## src/rtl/frame_buffer_serdes_pkg.sv

```systemverilog
// Shared types for the ping-pong frame buffer.
package frame_buffer_serdes_pkg;

  // Lifecycle of one frame bank.
  typedef enum logic [1:0] {
    EMPTY   = 2'd0,
    FILLING = 2'd1,
    FULL    = 2'd2
  } bank_state_e;

endpackage

```

## src/rtl/frame_bank.sv

```systemverilog
// One frame bank: sample storage, per-frame len/rev latches and fill state.
module frame_bank
  import frame_buffer_serdes_pkg::*;
#(
  parameter  int unsigned BIT_WIDTH = 32,
  parameter  int unsigned N_SAMPLES = 8,
  localparam int unsigned IDX_W     = $clog2(N_SAMPLES)
) (
  input  logic                 clk,
  input  logic                 reset,
  input  logic                 wr_en,
  input  logic [IDX_W-1:0]     wr_idx,
  input  logic [BIT_WIDTH-1:0] wr_data,
  input  logic [IDX_W-1:0]     cfg_len,
  input  logic                 cfg_rev,
  input  logic                 rd_clear,
  input  logic [IDX_W-1:0]     rd_idx,
  output bank_state_e          state,
  output logic [IDX_W-1:0]     len,
  output logic                 wr_last_c,
  output logic [BIT_WIDTH-1:0] rd_data_c
);

  bank_state_e          state_q, state_d;
  logic [IDX_W-1:0]     len_q;
  logic                 rev_q;
  logic [IDX_W-1:0]     eff_len_c;
  logic [IDX_W-1:0]     rd_addr_c;
  logic [BIT_WIDTH-1:0] mem [N_SAMPLES];

  // An empty bank takes its length from the live config on its first write.
  always_comb begin
    eff_len_c = (state_q == EMPTY) ? cfg_len : len_q;
    wr_last_c = (wr_idx == eff_len_c);
    rd_addr_c = rev_q ? IDX_W'(len_q - rd_idx) : rd_idx;
    rd_data_c = mem[rd_addr_c];
    state     = state_q;
    len       = len_q;
  end

  // Bank state register.
  always_ff @(posedge clk or negedge reset) begin
    if (!reset) state_q <= EMPTY;
    else        state_q <= state_d;
  end

  // Next-state: fill on writes, release once the reader takes the last word.
  always_comb begin
    state_d = state_q;
    case (state_q)
      EMPTY:   if (wr_en) state_d = wr_last_c ? FULL : FILLING;
      FILLING: if (wr_en && wr_last_c) state_d = FULL;
      FULL:    if (rd_clear) state_d = EMPTY;
      default: state_d = EMPTY;
    endcase
  end

  // Latch frame length and order on the first word of a frame.
  always_ff @(posedge clk or negedge reset) begin
    if (!reset) begin
      len_q <= '0;
      rev_q <= 1'b0;
    end else if (wr_en && (state_q == EMPTY)) begin
      len_q <= cfg_len;
      rev_q <= cfg_rev;
    end
  end

  // Sample storage; contents are don't-care after reset.
  always_ff @(posedge clk) begin
    if (wr_en) mem[wr_idx] <= wr_data;
  end

endmodule

```

## src/rtl/frame_buffer_serdes.sv

```systemverilog
// Ping-pong frame buffer: fills one bank from recv while the other drains to send.
module frame_buffer_serdes
  import frame_buffer_serdes_pkg::*;
#(
  parameter  int unsigned BIT_WIDTH = 32,
  parameter  int unsigned N_SAMPLES = 8,
  localparam int unsigned IDX_W     = $clog2(N_SAMPLES)
) (
  input  logic                 clk,
  input  logic                 reset,
  input  logic [IDX_W-1:0]     cfg_len,
  input  logic                 cfg_rev,
  input  logic [BIT_WIDTH-1:0] recv_msg,
  input  logic                 recv_val,
  output logic                 recv_rdy,
  output logic [BIT_WIDTH-1:0] send_msg,
  output logic                 send_val,
  input  logic                 send_rdy,
  output logic                 send_last
);

  logic                 wb_q, rb_q;
  logic [IDX_W-1:0]     widx_q, ridx_q;
  logic                 in_fire_c, out_fire_c;
  logic                 wr_last_c, rd_last_c;
  logic [1:0]           bank_wr_en, bank_rd_clear;
  bank_state_e          bank_state     [2];
  logic [IDX_W-1:0]     bank_len       [2];
  logic                 bank_wr_last_c [2];
  logic [BIT_WIDTH-1:0] bank_rd_data_c [2];

  // Two banks sharing the write/read indices; enables steer to wb/rb.
  for (genvar b = 0; b < 2; b++) begin : g_bank
    frame_bank #(
      .BIT_WIDTH (BIT_WIDTH),
      .N_SAMPLES (N_SAMPLES)
    ) u_bank (
      .clk       (clk),
      .reset     (reset),
      .wr_en     (bank_wr_en[b]),
      .wr_idx    (widx_q),
      .wr_data   (recv_msg),
      .cfg_len   (cfg_len),
      .cfg_rev   (cfg_rev),
      .rd_clear  (bank_rd_clear[b]),
      .rd_idx    (ridx_q),
      .state     (bank_state[b]),
      .len       (bank_len[b]),
      .wr_last_c (bank_wr_last_c[b]),
      .rd_data_c (bank_rd_data_c[b])
    );
  end

  // Handshakes depend only on registered bank state.
  always_comb begin
    recv_rdy      = (bank_state[wb_q] != FULL);
    send_val      = (bank_state[rb_q] == FULL);
    wr_last_c     = bank_wr_last_c[wb_q];
    rd_last_c     = (ridx_q == bank_len[rb_q]);
    in_fire_c     = recv_val & recv_rdy;
    out_fire_c    = send_val & send_rdy;
    send_msg      = send_val ? bank_rd_data_c[rb_q] : '0;
    send_last     = send_val & rd_last_c;
    bank_wr_en    = '0;
    bank_rd_clear = '0;
    bank_wr_en[wb_q]    = in_fire_c;
    bank_rd_clear[rb_q] = out_fire_c & rd_last_c;
  end

  // Write-side pointer: advance within a frame, hop banks on the last word.
  always_ff @(posedge clk or negedge reset) begin
    if (!reset) begin
      wb_q   <= 1'b0;
      widx_q <= '0;
    end else if (in_fire_c) begin
      if (wr_last_c) begin
        wb_q   <= ~wb_q;
        widx_q <= '0;
      end else begin
        widx_q <= widx_q + IDX_W'(1);
      end
    end
  end

  // Read-side pointer: same scheme against the read bank's latched len.
  always_ff @(posedge clk or negedge reset) begin
    if (!reset) begin
      rb_q   <= 1'b0;
      ridx_q <= '0;
    end else if (out_fire_c) begin
      if (rd_last_c) begin
        rb_q   <= ~rb_q;
        ridx_q <= '0;
      end else begin
        ridx_q <= ridx_q + IDX_W'(1);
      end
    end
  end

endmodule

```

## config.mk

```make
export PLATFORM = sky130hd
export DESIGN_NAME = frame_buffer_serdes
export DESIGN_NICKNAME = d
export VERILOG_FILES = /design/src/rtl/frame_buffer_serdes_pkg.sv /design/src/rtl/frame_bank.sv /design/src/rtl/frame_buffer_serdes.sv
export SDC_FILE = /design/constraint.sdc
export NUM_CORES = 1
export LEC_CHECK = 0
export ABC_CLOCK_PERIOD_IN_PS = 5100
export CAP_MARGIN = 20
export CORE_MARGIN = 3
export CORE_UTILIZATION = 55
export CTS_CLUSTER_SIZE = 16
export DETAILED_ROUTE_END_ITERATION = 6
export DONT_BUFFER_PORTS = 1
export GPL_ROUTABILITY_DRIVEN = 0
export PLACE_DENSITY_LB_ADDON = 0.08
export SLEW_MARGIN = 20
export SYNTH_ARGS = -nofsm -noshare
export SYNTH_HDL_FRONTEND = slang
export SYNTH_SLANG_ARGS = --single-unit
```

## constraint.sdc

```tcl
create_clock -name clk -period 5.1 [get_ports clk]
set_clock_uncertainty 0.15 [all_clocks]
set_input_delay 0.765 -clock clk [delete_from_list [all_inputs] [get_ports clk]]
set_output_delay 0.765 -clock clk [all_outputs]
set_load 0.02 [all_outputs]
```

==> results.json <==
{
  "fmax_mhz": 202.2,
  "diodes": 0,
  "num-fill-cells": 3229,
  "worst_ep_required_time_ns": 4.18,
  "reg2regPathDepth": 7,
  "relSlewSlack_pct": 28.08,
  "tns_ns": 0,
  "drv_slew": 0,
  "syn2layout_area_growth_pct": 9.829,
  "setup-violations-final": 0,
  "fin_crit_ns": 4.947,
  "r2r-start": "g_bank[1].u_bank.state[1]",
  "yosysMostFrequentCell": "edfxtp_1",
  "async_flop_share_pct": 3.759,
  "p_per_area_nw_per_um2": 336.4,
  "peakVddDrop_v": 0.0002713,
  "fp.dieArea_um2": 45170,
  "syn_avg_cell_area_um2": 12.40,
  "timing.final.crit_share_pct": 96.99,
  "r2r_end": "g_bank[0].u_bank.mem[7][23]",
  "first_global_vias": 15517,
  "clkTransAtPathRegs_ns": 0.06,
  "cts_buffer_depth": 3,
  "dieWidth_um": 212.5,
  "clkSinkCount": 532,
  "cts_tree": "done",
  "cts_buffers": 53,
  "die_h_um": 212.5,
  "gr-total-overflow": 0,
  "cp.arrival_ns": 4.03,
  "leakage_nw": 8.560,
  "clkLatencyLatePin_ns": 0.61,
  "syn_nets": 1938,
  "min_delay_path_depth": 0,
  "hold_violations": 0,
  "start_util_pct": 55.81,
  "ys_types": 56,
  "grtUsageTotal_pct": 28.92,
  "synth_largest_area_cell": "edfxtp_1",
  "num_rows": 75,
  "yosysSeqAreaShare_pct": 67.67,
  "grt_start_max_net_pins": 125,
  "rsz0062_at_grt": "false",
  "drc_errors": 0,
  "synthCells": 1892,
  "cp-start-kind": "flip-flop",
  "portBuffers": 0,
  "cp-endpoint": "send_msg[12]",
  "path_class": "reg2out",
  "path_max_fanout": 31,
  "synthesis.area_um2": 23460,
  "hpwl_um": 35510,
  "final_layout_size_suffix_gt1_share_pct": 9.269,
  "synthTopCellsByArea": "edfxtp_1 (66%), nand2_1 (5.9%), nand3_1 (4.1%), a21oi_1 (4.1%), a211oi_1 (4.0%)",
  "worstMarginPinSlew_ns": 1.076,
  "rrSetupSlack_ns": 1.79,
  "min_path_type": "in2reg",
  "synth_commonest_cells": "edfxtp_1 (512), nand2_1 (366), nand3_1 (192)",
  "nets": 1891,
  "outcome": "finished, final reports clean",
  "finalWirelength_um": 65170,
  "yosys.area.top_type_share_pct": 65.53,
  "vias": 16121,
  "drt_iter0_markers": 1680,
  "antenna_found_initial": 0,
  "htreeDepth": 2,
  "synth-edff-count": 512,
  "root_buffer": "clkbuf_16",
  "yosysWarnings": 0,
  "multi_input_area_um2": 6934,
  "coreArea_um2": 42040,
  "power_mw": 8.669,
  "grt_pass1_wl_um": 97520,
  "wire_per_inst_um": 26.85,
  "regArea_um2": 15880,
  "cp-end-kind": "output port",
  "antenna_left": 0,
  "drt_first_pass_iters": 6,
  "ios": 75,
  "ys_seq_elements": 532,
  "avgViaCountPerCell": 6.642,
  "synthFlopType": "edfxtp_1",
  "drv_cap": 0,
  "critPathLaunch": "g_bank[0].u_bank.len[0]"
}
## timing repair
item / in CTS / in global routing
buffers inserted: 0 / 1
setup endpoints to repair: 20 / 8
hold buffers: 1 / 0
cloned: 0 / 0
gates resized for setup: 1 / 0
pin swaps: 0 / 1
endpoints found under the hold margin: 20 / 0
## cell usage in the layout (no fill, tap or decap), drive strengths merged, types with 3 or more instances in the layout
cell type	instances
edfxtp	512
nand2	367
a21oi	193
nand3	192
a211oi	125
clkbuf	66
a311oi	61
buf	58
nand2b	34
a31oi	33
a311o	31
o211a	30
clkinv	22
nor2	22
dfrtp	20
o21ai	17
inv	13
mux2i	11
nor3	10
mux2	9
xnor2	6
xor2	6
bufinv	6
ha	4
nand4	3
nor2b	3
o211ai	3
or2	3
## how the worst min path moves through the flow
stage / from / end / slack [ns]
6_report: recv_msg[18] / g_bank[1].u_bank.mem[2][18] / 0.1
5_1_grt: recv_msg[0] / g_bank[0].u_bank.mem[0][0] / 0.07
4_1_cts: recv_msg[10] / g_bank[0].u_bank.mem[0][10] / 0.06
3_5_place_dp: reset / g_bank[1].u_bank.state[1] / 0.32
3_3_place_gp: reset / g_bank[1].u_bank.state[1] / 0.32
2_1_floorplan: reset / g_bank[0].u_bank.len[0] / 0.32
## through the flow
step	instance area [um^2]	setup slack [ns]	std cells	util, %	hold slack [ns]
detailed placement	24050	0.4947	2327	57.20	0.3199
global route	25770	0.03689	2427	61.29	0.07455
CTS	25760	0.04195	2426	61.26	0.06474
finish	25770	0.1533	2427	61.29	0.09823
global placement	24020	0.5470	2326	57.13	0.3199
floorplan	23470	0.8206	1892	-	0.3194
## metal layers
layer / global-route usage [%] / vias to the layer above / part of all wire, %
met1: 40.53 / 8031 / 41
met2: 46.50 / 792 / 48
met4: 10.69 / 0 / 3.3
met3: 4.382 / 144 / 8.1
li1: - / 7154 / -
met5: 0 / - / 0
## sequential cells by signal, summed over array words and instances, names as in the netlist
signal / flops
widx_q: 3
wb_q: 1
g_bank.u_bank.mem: 512
ridx_q: 3
g_bank.u_bank.rev_q: 2
g_bank.u_bank.state: 4
rb_q: 1
g_bank.u_bank.len: 6
## power breakdown
part	internal, mW	leakage (nW)	switching, mW
Sequential	4.79	4.86	0
Clock	2.22	0.826	1.66
Combinational	0.00167	2.88	0.00442
Total	7.01	8.56	1.66
## critical path: stages, from the launching register on
cell and delay, ns:
dfrtp_1 0.40, inv_1 0.11, ha_4 0.13, inv_1 0.05
fa_4 0.97, inv_4 0.25, a31oi_1 0.30, a21oi_1 0.06
a311o_1 0.32, a311oi_1 0.44, o211a_1 0.33
## final cells by class
| class | instances | share of cell area, % |
|---|---|---|
| Sequential cell | 532 | 61.64 |
| Multi-Input combinational cell | 1188 | 26.91 |
| Clock buffer | 66 | 5.337 |
| Tap cell | 539 | 2.617 |
| Timing Repair Buffer | 59 | 2.064 |
| Clock inverter | 32 | 1.253 |
| Inverter | 11 | 0.1748 |
## logic make-up (layout without fill, tap and decap cells)
logic type | count (synthesis) | count (layout) | share of synthesized area [%]
and+or+nand+nor | 645 | 645 | 12.17
DFF | 532 | 532 | 67.67
AOI/OAI and AO/OA | 505 | 505 | 14.82
buffers and inverters | 172 | 168 | 3.616
muxes | 20 | 20 | 0.9013
xor gates and xnor gates | 12 | 12 | 0.4480
adders and majority gates | 6 | 6 | 0.3840
Note: power is estimated with default switching activity, not from simulation.
